===== src/rtl/vending_machine_multi.sv =====
// Multi-product vending controller: coin credit accumulation, per-product pricing,
// and greedy largest-coin-first change/refund return.
module vending_machine_multi #(
    parameter int                            NUM_PROD   = 4,
    parameter int                            PRICE_W    = 8,
    parameter logic [NUM_PROD*PRICE_W-1:0]   PRICES     = {8'd65, 8'd50, 8'd35, 8'd20},
    parameter int                            COIN1      = 5,
    parameter int                            COIN2      = 10,
    parameter int                            COIN3      = 25,
    parameter int                            MAX_CREDIT = 100,
    parameter int                            CREDIT_W   = 8,
    localparam int                           ID_W       = (NUM_PROD > 1) ? $clog2(NUM_PROD) : 1
) (
    input  logic                clk,
    input  logic                rst,
    input  logic [1:0]          coin,
    input  logic                sel_valid,
    input  logic [ID_W-1:0]     sel_id,
    input  logic                cancel,
    output logic [CREDIT_W-1:0] credit,
    output logic                busy,
    output logic                product_valid,
    output logic [ID_W-1:0]     product_id,
    output logic                change_valid,
    output logic [1:0]          change_coin,
    output logic                coin_reject,
    output logic                sel_deny
);

    // state    | meaning
    // S_IDLE   | no credit, waiting for coins
    // S_CREDIT | credit > 0, accepting coins, selections, cancel
    // S_VEND   | one-cycle dispense pulse
    // S_CHANGE | returning credit one coin per cycle
    typedef enum logic [1:0] {S_IDLE, S_CREDIT, S_VEND, S_CHANGE} state_t;

    localparam logic [CREDIT_W:0] C1   = (CREDIT_W+1)'(COIN1);
    localparam logic [CREDIT_W:0] C2   = (CREDIT_W+1)'(COIN2);
    localparam logic [CREDIT_W:0] C3   = (CREDIT_W+1)'(COIN3);
    localparam logic [CREDIT_W:0] MAXC = (CREDIT_W+1)'(MAX_CREDIT);

    state_t              state, state_nx;
    logic [CREDIT_W-1:0] credit_r, credit_nx;
    logic [ID_W-1:0]     pid_r, pid_nx;
    logic                rej_r, rej_nx;
    logic                deny_r, deny_nx;

    logic [CREDIT_W:0]   credit_ext, coin_val, coin_sum, sel_price, chg_val;
    logic [1:0]          chg_code;
    logic                cancel_ok, sel_ok, sel_in_range;

    assign credit_ext = {1'b0, credit_r};
    assign coin_sum   = credit_ext + coin_val;

    always_comb begin
        coin_val = '0;
        case (coin)
            2'b01:   coin_val = C1;
            2'b10:   coin_val = C2;
            2'b11:   coin_val = C3;
            default: coin_val = '0;
        endcase
    end

    always_comb begin
        sel_price = '0;
        for (int i = 0; i < NUM_PROD; i++) begin
            if (sel_id == ID_W'(i)) begin
                sel_price = (CREDIT_W+1)'(PRICES[i*PRICE_W +: PRICE_W]);
            end
        end
    end

    assign sel_in_range = (int'(sel_id) < NUM_PROD);
    assign cancel_ok    = cancel && (credit_r != '0);
    assign sel_ok       = sel_valid && sel_in_range && (credit_ext >= sel_price);

    // Greedy change: largest denomination not exceeding the remaining credit
    always_comb begin
        chg_code = 2'b00;
        chg_val  = '0;
        if (credit_ext >= C3) begin
            chg_code = 2'b11;
            chg_val  = C3;
        end else if (credit_ext >= C2) begin
            chg_code = 2'b10;
            chg_val  = C2;
        end else if (credit_ext >= C1) begin
            chg_code = 2'b01;
            chg_val  = C1;
        end
    end

    always_comb begin
        state_nx  = state;
        credit_nx = credit_r;
        pid_nx    = pid_r;
        rej_nx    = 1'b0;
        deny_nx   = 1'b0;
        case (state)
            S_IDLE, S_CREDIT: begin
                if (cancel_ok) begin
                    state_nx = S_CHANGE;
                    rej_nx   = (coin != 2'b00);
                end else if (sel_ok) begin
                    credit_nx = CREDIT_W'(credit_ext - sel_price);
                    pid_nx    = sel_id;
                    state_nx  = S_VEND;
                    rej_nx    = (coin != 2'b00);
                end else begin
                    deny_nx = sel_valid;
                    if (coin != 2'b00) begin
                        if (coin_sum <= MAXC) begin
                            credit_nx = CREDIT_W'(coin_sum);
                            state_nx  = S_CREDIT;
                        end else begin
                            rej_nx = 1'b1;
                        end
                    end
                end
            end
            S_VEND: begin
                rej_nx   = (coin != 2'b00);
                state_nx = (credit_r != '0) ? S_CHANGE : S_IDLE;
            end
            S_CHANGE: begin
                rej_nx = (coin != 2'b00);
                // A residue below the smallest coin cannot be paid out; drop it rather than stall
                if ((credit_ext <= chg_val) || (chg_val == '0)) begin
                    credit_nx = '0;
                    state_nx  = S_IDLE;
                end else begin
                    credit_nx = CREDIT_W'(credit_ext - chg_val);
                end
            end
            default: state_nx = S_IDLE;
        endcase
    end

    always_ff @(posedge clk) begin
        if (rst) begin
            state    <= S_IDLE;
            credit_r <= '0;
            pid_r    <= '0;
            rej_r    <= 1'b0;
            deny_r   <= 1'b0;
        end else begin
            state    <= state_nx;
            credit_r <= credit_nx;
            pid_r    <= pid_nx;
            rej_r    <= rej_nx;
            deny_r   <= deny_nx;
        end
    end

    assign credit        = credit_r;
    assign busy          = (state == S_VEND) || (state == S_CHANGE);
    assign product_valid = (state == S_VEND);
    assign product_id    = product_valid ? pid_r : '0;
    assign change_valid  = (state == S_CHANGE);
    assign change_coin   = change_valid ? chg_code : 2'b00;
    assign coin_reject   = rej_r;
    assign sel_deny      = deny_r;

endmodule


===== config.mk =====
export PLATFORM = sky130hd
export DESIGN_NAME = vending_machine_multi
export DESIGN_NICKNAME = d
export VERILOG_FILES = /design/src/rtl/vending_machine_multi.sv
export SDC_FILE = /design/constraint.sdc
export NUM_CORES = 1
export LEC_CHECK = 0
export ABC_CLOCK_PERIOD_IN_PS = 2870
export BUFFER_PORTS_ARGS = -buffer_cell sky130_fd_sc_hd__buf_2
export CAP_MARGIN = 20
export CORE_MARGIN = 2
export CORE_UTILIZATION = 44
export CTS_BUF_LIST = sky130_fd_sc_hd__clkbuf_16
export CTS_CLUSTER_SIZE = 12
export DETAILED_ROUTE_END_ITERATION = 10
export PLACE_DENSITY = 0.77
export SLEW_MARGIN = 20
export SYNTH_ARGS = -nofsm -noshare
export SYNTH_HDL_FRONTEND = slang
export SYNTH_SLANG_ARGS = --single-unit

===== constraint.sdc =====
create_clock -name clk -period 2.87 [get_ports clk]
set_input_delay 0.574 -clock clk [delete_from_list [all_inputs] [get_ports clk]]
set_output_delay 0.574 -clock clk [all_outputs]
set_load 0.1 [all_outputs]

Yosys cells after proc, flatten, opt, wreduce, memory -nomap -nowiden

Cells that the tools add are included.

Output and inout bits: 17
Logic and storage cells: 78
Register bits after elaboration: 14
Input port bits: 8

Add/sub/neg operators: 3
Order comparisons: 6
Reductions and logical operators: 16
Multiplexer cells: 31
Equal/unequal tests: 15
Bitwise gates (word level): 2

Operator list:

| kind                                                                              | count |
|---|---|
| 8-bit two-way mux                                                                 | 5 |
| 9-bit two-way mux                                                                 | 3 |
| 2-bit two-way mux                                                                 | 10 |
| 8-bit case mux with 2 select lines                                                | 1 |
| 8-bit subtractor                                                                  | 2 |
| 5-bit case mux with 3 select lines                                                | 1 |
| 2-bit equality test (second input constant)                                       | 6 |
| 5-bit two-way mux                                                                 | 2 |
| 8-bit by 9-bit adder with 9-bit output                                            | 1 |
| 8-bit by 9-bit >= comparator with 1-bit output                                    | 1 |
| 8-bit by 9-bit less-or-equal comparator with 1-bit output                         | 1 |
| 9-bit by 7-bit less-or-equal comparator with 1-bit output (second input constant) | 1 |
| 9-bit zero test                                                                   | 1 |
| 8-bit by 3-bit >= comparator with 1-bit output (second input constant)            | 1 |
| 8-bit by 4-bit >= comparator with 1-bit output (second input constant)            | 1 |
| 8-bit by 5-bit >= comparator with 1-bit output (second input constant)            | 1 |
| 4-bit != test (second input constant)                                             | 2 |
| 8-bit nonzero test                                                                | 1 |
| 2-bit by 1-bit equality test with 1-bit output (second input constant)            | 3 |
| 3-bit != test (second input constant)                                             | 2 |
| 2-bit case mux with 3 select lines                                                | 1 |
| 3-bit AND reduction                                                               | 2 |
| 1-bit two-way mux                                                                 | 5 |
| 2-bit zero test                                                                   | 2 |
| 12 further kinds                                                                  | 17 |

Depth between registers and ports, before layout

Depth after elaboration: 10
Depth in mapped cells: 14
Gate-level depth less buffers: 13

Worst setup path after synthesis

No wires, ideal clock.

Path type: register to output
Start: reg credit_r[6] (netlist: credit[6])
End: out change_coin[0]
Slack: -0.858 ns
Buffers on the path: 1
Arrival time: 3.154 ns
Required time: 2.296 ns
Cell stages (with the launch flop): 5
Cell sequence: dfxtp_1 -> buf_6 -> or4_4 -> o21bai_1 -> a21oi_1

Longest elaborated chain between the ends: 5
Elaborated cells on any way between the ends: 7
Those cells by class: order compare: 3; mux: 4

Ends and longest elaborated chain:

| element                                        | RTL line | source |
|---|---|---|
| start, declared                                | 43       | `logic [CREDIT_W-1:0] credit_r, credit_nx;` |
| start signal, assigned                         | 149      | `credit_r <= credit_nx;` |
| 8-bit by 3-bit >= comparator with 1-bit output | 88       | `end else if (credit_ext >= C1) begin` |
| 1-bit two-way mux                              | 88       |  |
| 2-bit two-way mux                              | 85       | `end else if (credit_ext >= C2) begin` |
| 2-bit two-way mux *                            | 82       | `if (credit_ext >= C3) begin` |
| 2-bit two-way mux *                            | 161      | `assign change_coin = change_valid ? chg_code : 2'b00;` |
| end, declared                                  | 25       | `output logic [1:0] change_coin,` |

Mark *: on every way between the ends. The rest lies on a longest branch, timed or not.

Worst setup path after layout

Start: reg credit_r[6] (netlist: credit[6])
End: reg credit_r[4] (netlist: credit[4])

Longest elaborated chain between the ends: 8
Elaborated cells on any way between the ends: 24
Those cells by class: add/sub: 2; order compare: 6; eq/ne: 3; mux: 7; reduce/logical: 6

Ends and longest elaborated chain:

| element                                                                                      | RTL line | source |
|---|---|---|
| 8-bit by 3-bit >= comparator with 1-bit output                                               | 88       |  |
| 3-bit two-way mux                                                                            | 88       |  |
| 4-bit two-way mux                                                                            | 85       |  |
| 5-bit two-way mux                                                                            | 82       |  |
| 8-bit by 9-bit less-or-equal comparator with 1-bit output or 9-bit zero test (tied branches) | 129      | `if ((credit_ext <= chg_val) \|\| (chg_val == '0)) begin` |
| 1-bit logical OR                                                                             | 129      |  |
| 8-bit two-way mux                                                                            | 129      |  |
| 8-bit case mux with 2 select lines                                                           | 100      | `case (state)` |

Parallel ways exist; a longest one is shown, timed or not. The select of a mux whose other input is x is not followed.
A chain may end at the register's enable or synchronous reset.

==> results.md <==
* RSZ-0062 raised after global routing: yes
* Nature of the critical path endpoint: register
* Clock tree sinks at 14
* Slew headroom at ~67%
* Via/cell ratio at a little under 6
* Pre-antenna DRT Iters at 4
* Syn_nets at 260
* CTS clk-pin slew, worst paths at about 0.050 ns
* Area of the multi-input gates at around 0.0016 mm^2
* CP startpoint kind: register
* Area growth syn-to-layout at 40.4%
* CP max-delay cell: or4_4
* Final setup viols at 6
* TritonCTS buffer count at 3
* Largest net degree at the start of global routing at 18
* Hold WC Path Type: reg2reg
* Status: complete, but fails checks
* Setup WS post-layout at -0.0870 ns
* Fillers at approximately 330
* Critical Path AT at between 3 and 4 ns
* Total number of vias at ~2000
* Register area at 305 um^2
* Initial antenna violation count at 0
* Number of DRC markers in iteration 0 at 122
* GPL Wtd Cong at 0.913
* Hold WS at 0.485 ns
* DRC at 0
* Number of port buffers at 24
* DPL Wire Length at about 4100 um
* Mean Syn Cell Area at slightly below 8 um^2
* CP required at ~3 ns
* WL met2 at around 2800 um
* Commonest non-fill, non-tap cell in the layout: buf_4
* Nets@finish at roughly 330
* WS Path Type: reg2reg
* Worst slew pin tran at about 0.49 ns
* Syn Std Cell Area at 0.00183 mm^2
* H-tree levels at 1
* Finished Layout Cells at about 350
* Yosys warns at 0
* Fin crit share at 103%
* Seq/Total Area, Yosys at between 10% and 20%
* Hold-fix buffers, CTS at 0
* Placed Area at between 0.002 and 0.0025 mm^2
* Clock Tree Root: clkbuf_16
* Die Wd at roughly 70 um
* IO Pins at 25
* Failing checks: setup timing
* Die H at 68.5 um
* Max-cap viol count at 0
* Most frequent cells in the layout: 47 x buf_4, 26 x nor2_1, 24 x buf_2
* Row count at 23
* Main flop type after synthesis: dfxtp_1
* Post-synth EDFFs at 0
* Max Slew Vio Count at 0
* Met3 routed WL at between 200 and 250 um
* Die area at between 0.004 and 0.005 mm^2
* Cell Chain, Critical Path: or4_4 -> a21oi_2 -> nand2b_4 -> ha_4 -> nor2b_4 -> o31a_1 -> o21ai_2 -> a221oi_2 -> buf_4 -> o21ai_4 -> o221a_2 -> nor3_1
* Tmin final at between 2 and 3 ns
* Post-Synthesis Cells at between 200 and 250
* DR WL/cell at about 17 um
* Final Hold Viols at 0
* CTS tree: done
* Met1 WL at between 2000 and 3000 um
* Clk_skew at around 0.0011 ns
* Total gr overflow at 0
* Fraction of layout cells with a size suffix above 1 at between 40% and 50%
* Initial Util at between 40 and 50%
* Drt total wl at approximately 5800 um
* Number of global-route vias before repair at around 1800
* Post-route cell area at around 0.0026 mm^2
* Worst path max stage delay at 0.57 ns
* FF+latch count, synth at 14
* Clock Latency Late Sink at about 0.25 ns
* Max Clk Rate at approximately 0.34 GHz
* Global Route Usage Sum at 23.6%
* Max Root-Sink Buffers at 2
* ANT nets after route at 0
* Top Layer Used: met4
* Ys async rst share at 0%
* First-pass GRT wire length at between 8000 and 9000 um
* Antenna cells at 0
* Core ar. at 0.00400 mm^2
* TNS Setup at -0.298 ns
* Yosys cell types at 59
* Post-Place Cells at around 340
* CP Max Fanout at 7
==> through the flow <==
stage          setup WS, ns  util, %
3_3_place_gp         -0.166     58.3
4_1_cts             -0.0743     60.8
3_5_place_dp         -0.216     58.3
5_1_grt              -0.224     64.2
6_report            -0.0870     64.2
2_1_floorplan        -0.133        -
==> layout make-up <==
cell class                 count  area share, %
clock buffer                   3           2.92
clock inverter                 1          0.146
inverter                      17           2.48
multi-input combinational    190           61.7
sequential                    14           11.9
tap                           50           2.43
timing repair buffer          71           18.4
==> timing repair <==
item | CTS | global route
gates cloned | 0 | 0
setup buffers | 2 | 4
resized for setup | 1 | 23
pin swaps | 1 | 15
setup endpoints to repair | 7 | 11
endpoints found under the hold margin | 0 | 0
==> critical path, delay by kind of cell (launching register included) <==
family | cells | cell delay, ns
flip-flops | 1 | 0.35
AND/OR/NAND/NOR | 4 | 0.91
adder cells (fa/ha/maj) | 1 | 0.20
AO/OA/AOI/OAI | 6 | 1.23
buffers and inverters | 1 | 0.15
==> kinds of logic (layout without fill, tap and decap cells) <==
family | after synthesis | count (layout) | share of synthesized area [%]
fa+ha+maj | 21 | 21 | 15.6
xor+xnor | 11 | 11 | 5.26
flops | 14 | 14 | 15.3
buf+inv | 27 | 92 | 7.04
mux | 4 | 4 | 2.19
simple gates | 88 | 88 | 25.9
compound gates | 66 | 66 | 28.7
==> Yosys cell counts (3+ instances only) <==
library cell	n	area (um^2)
a211o_1	3	26.3
a211oi_1	4	30.0
a21oi_1	10	50.1
a311oi_1	3	26.3
a31oi_1	4	25.0
and2_1	4	25.0
clkbuf_1	4	15.0
dfxtp_1	14	280
fa_1	3	60.1
ha_1	18	225
inv_1	17	63.8
mux2i_1	4	40.0
nand2_1	13	48.8
nand2b_1	3	18.8
nand3_1	8	40.0
nor2_1	28	105
nor2b_1	6	37.5
nor3_1	7	35.0
o211ai_1	5	37.5
o21ai_0	9	45.0
o21ai_1	3	15.0
xnor2_1	6	52.6
xor2_1	5	43.8
==> routing by layer <==
layer,GRT usage [%],vias up
li1,-,984
met1,29.9,955
met2,41.7,62
met3,1.46,13
met4,8.75,0
met5,0,-
==> sequential cells by signal, summed over array words and instances (netlist names) <==
signal,count
coin_reject,1
credit,8
state,2
sel_deny,1
pid_r,2
==> path summary, 6_finish.rpt <==
check                              start                endpoint  slack (ns)  depth (start not counted)
setup / recovery  credit[6]$_SDFFE_PP0P_  credit[4]$_SDFFE_PP0P_       -0.09                         12
hold / removal     state[0]$_SDFFE_PP0P_   state[0]$_SDFFE_PP0P_        0.49                          2
setup reg to reg  credit[6]$_SDFFE_PP0P_  credit[4]$_SDFFE_PP0P_       -0.09                         12
hold reg to reg    state[0]$_SDFFE_PP0P_   state[0]$_SDFFE_PP0P_        0.49                          2
Power is left out: the tool's default activity adds up to more than one toggle a clock period on the data nets, which glitch-free logic cannot reach.
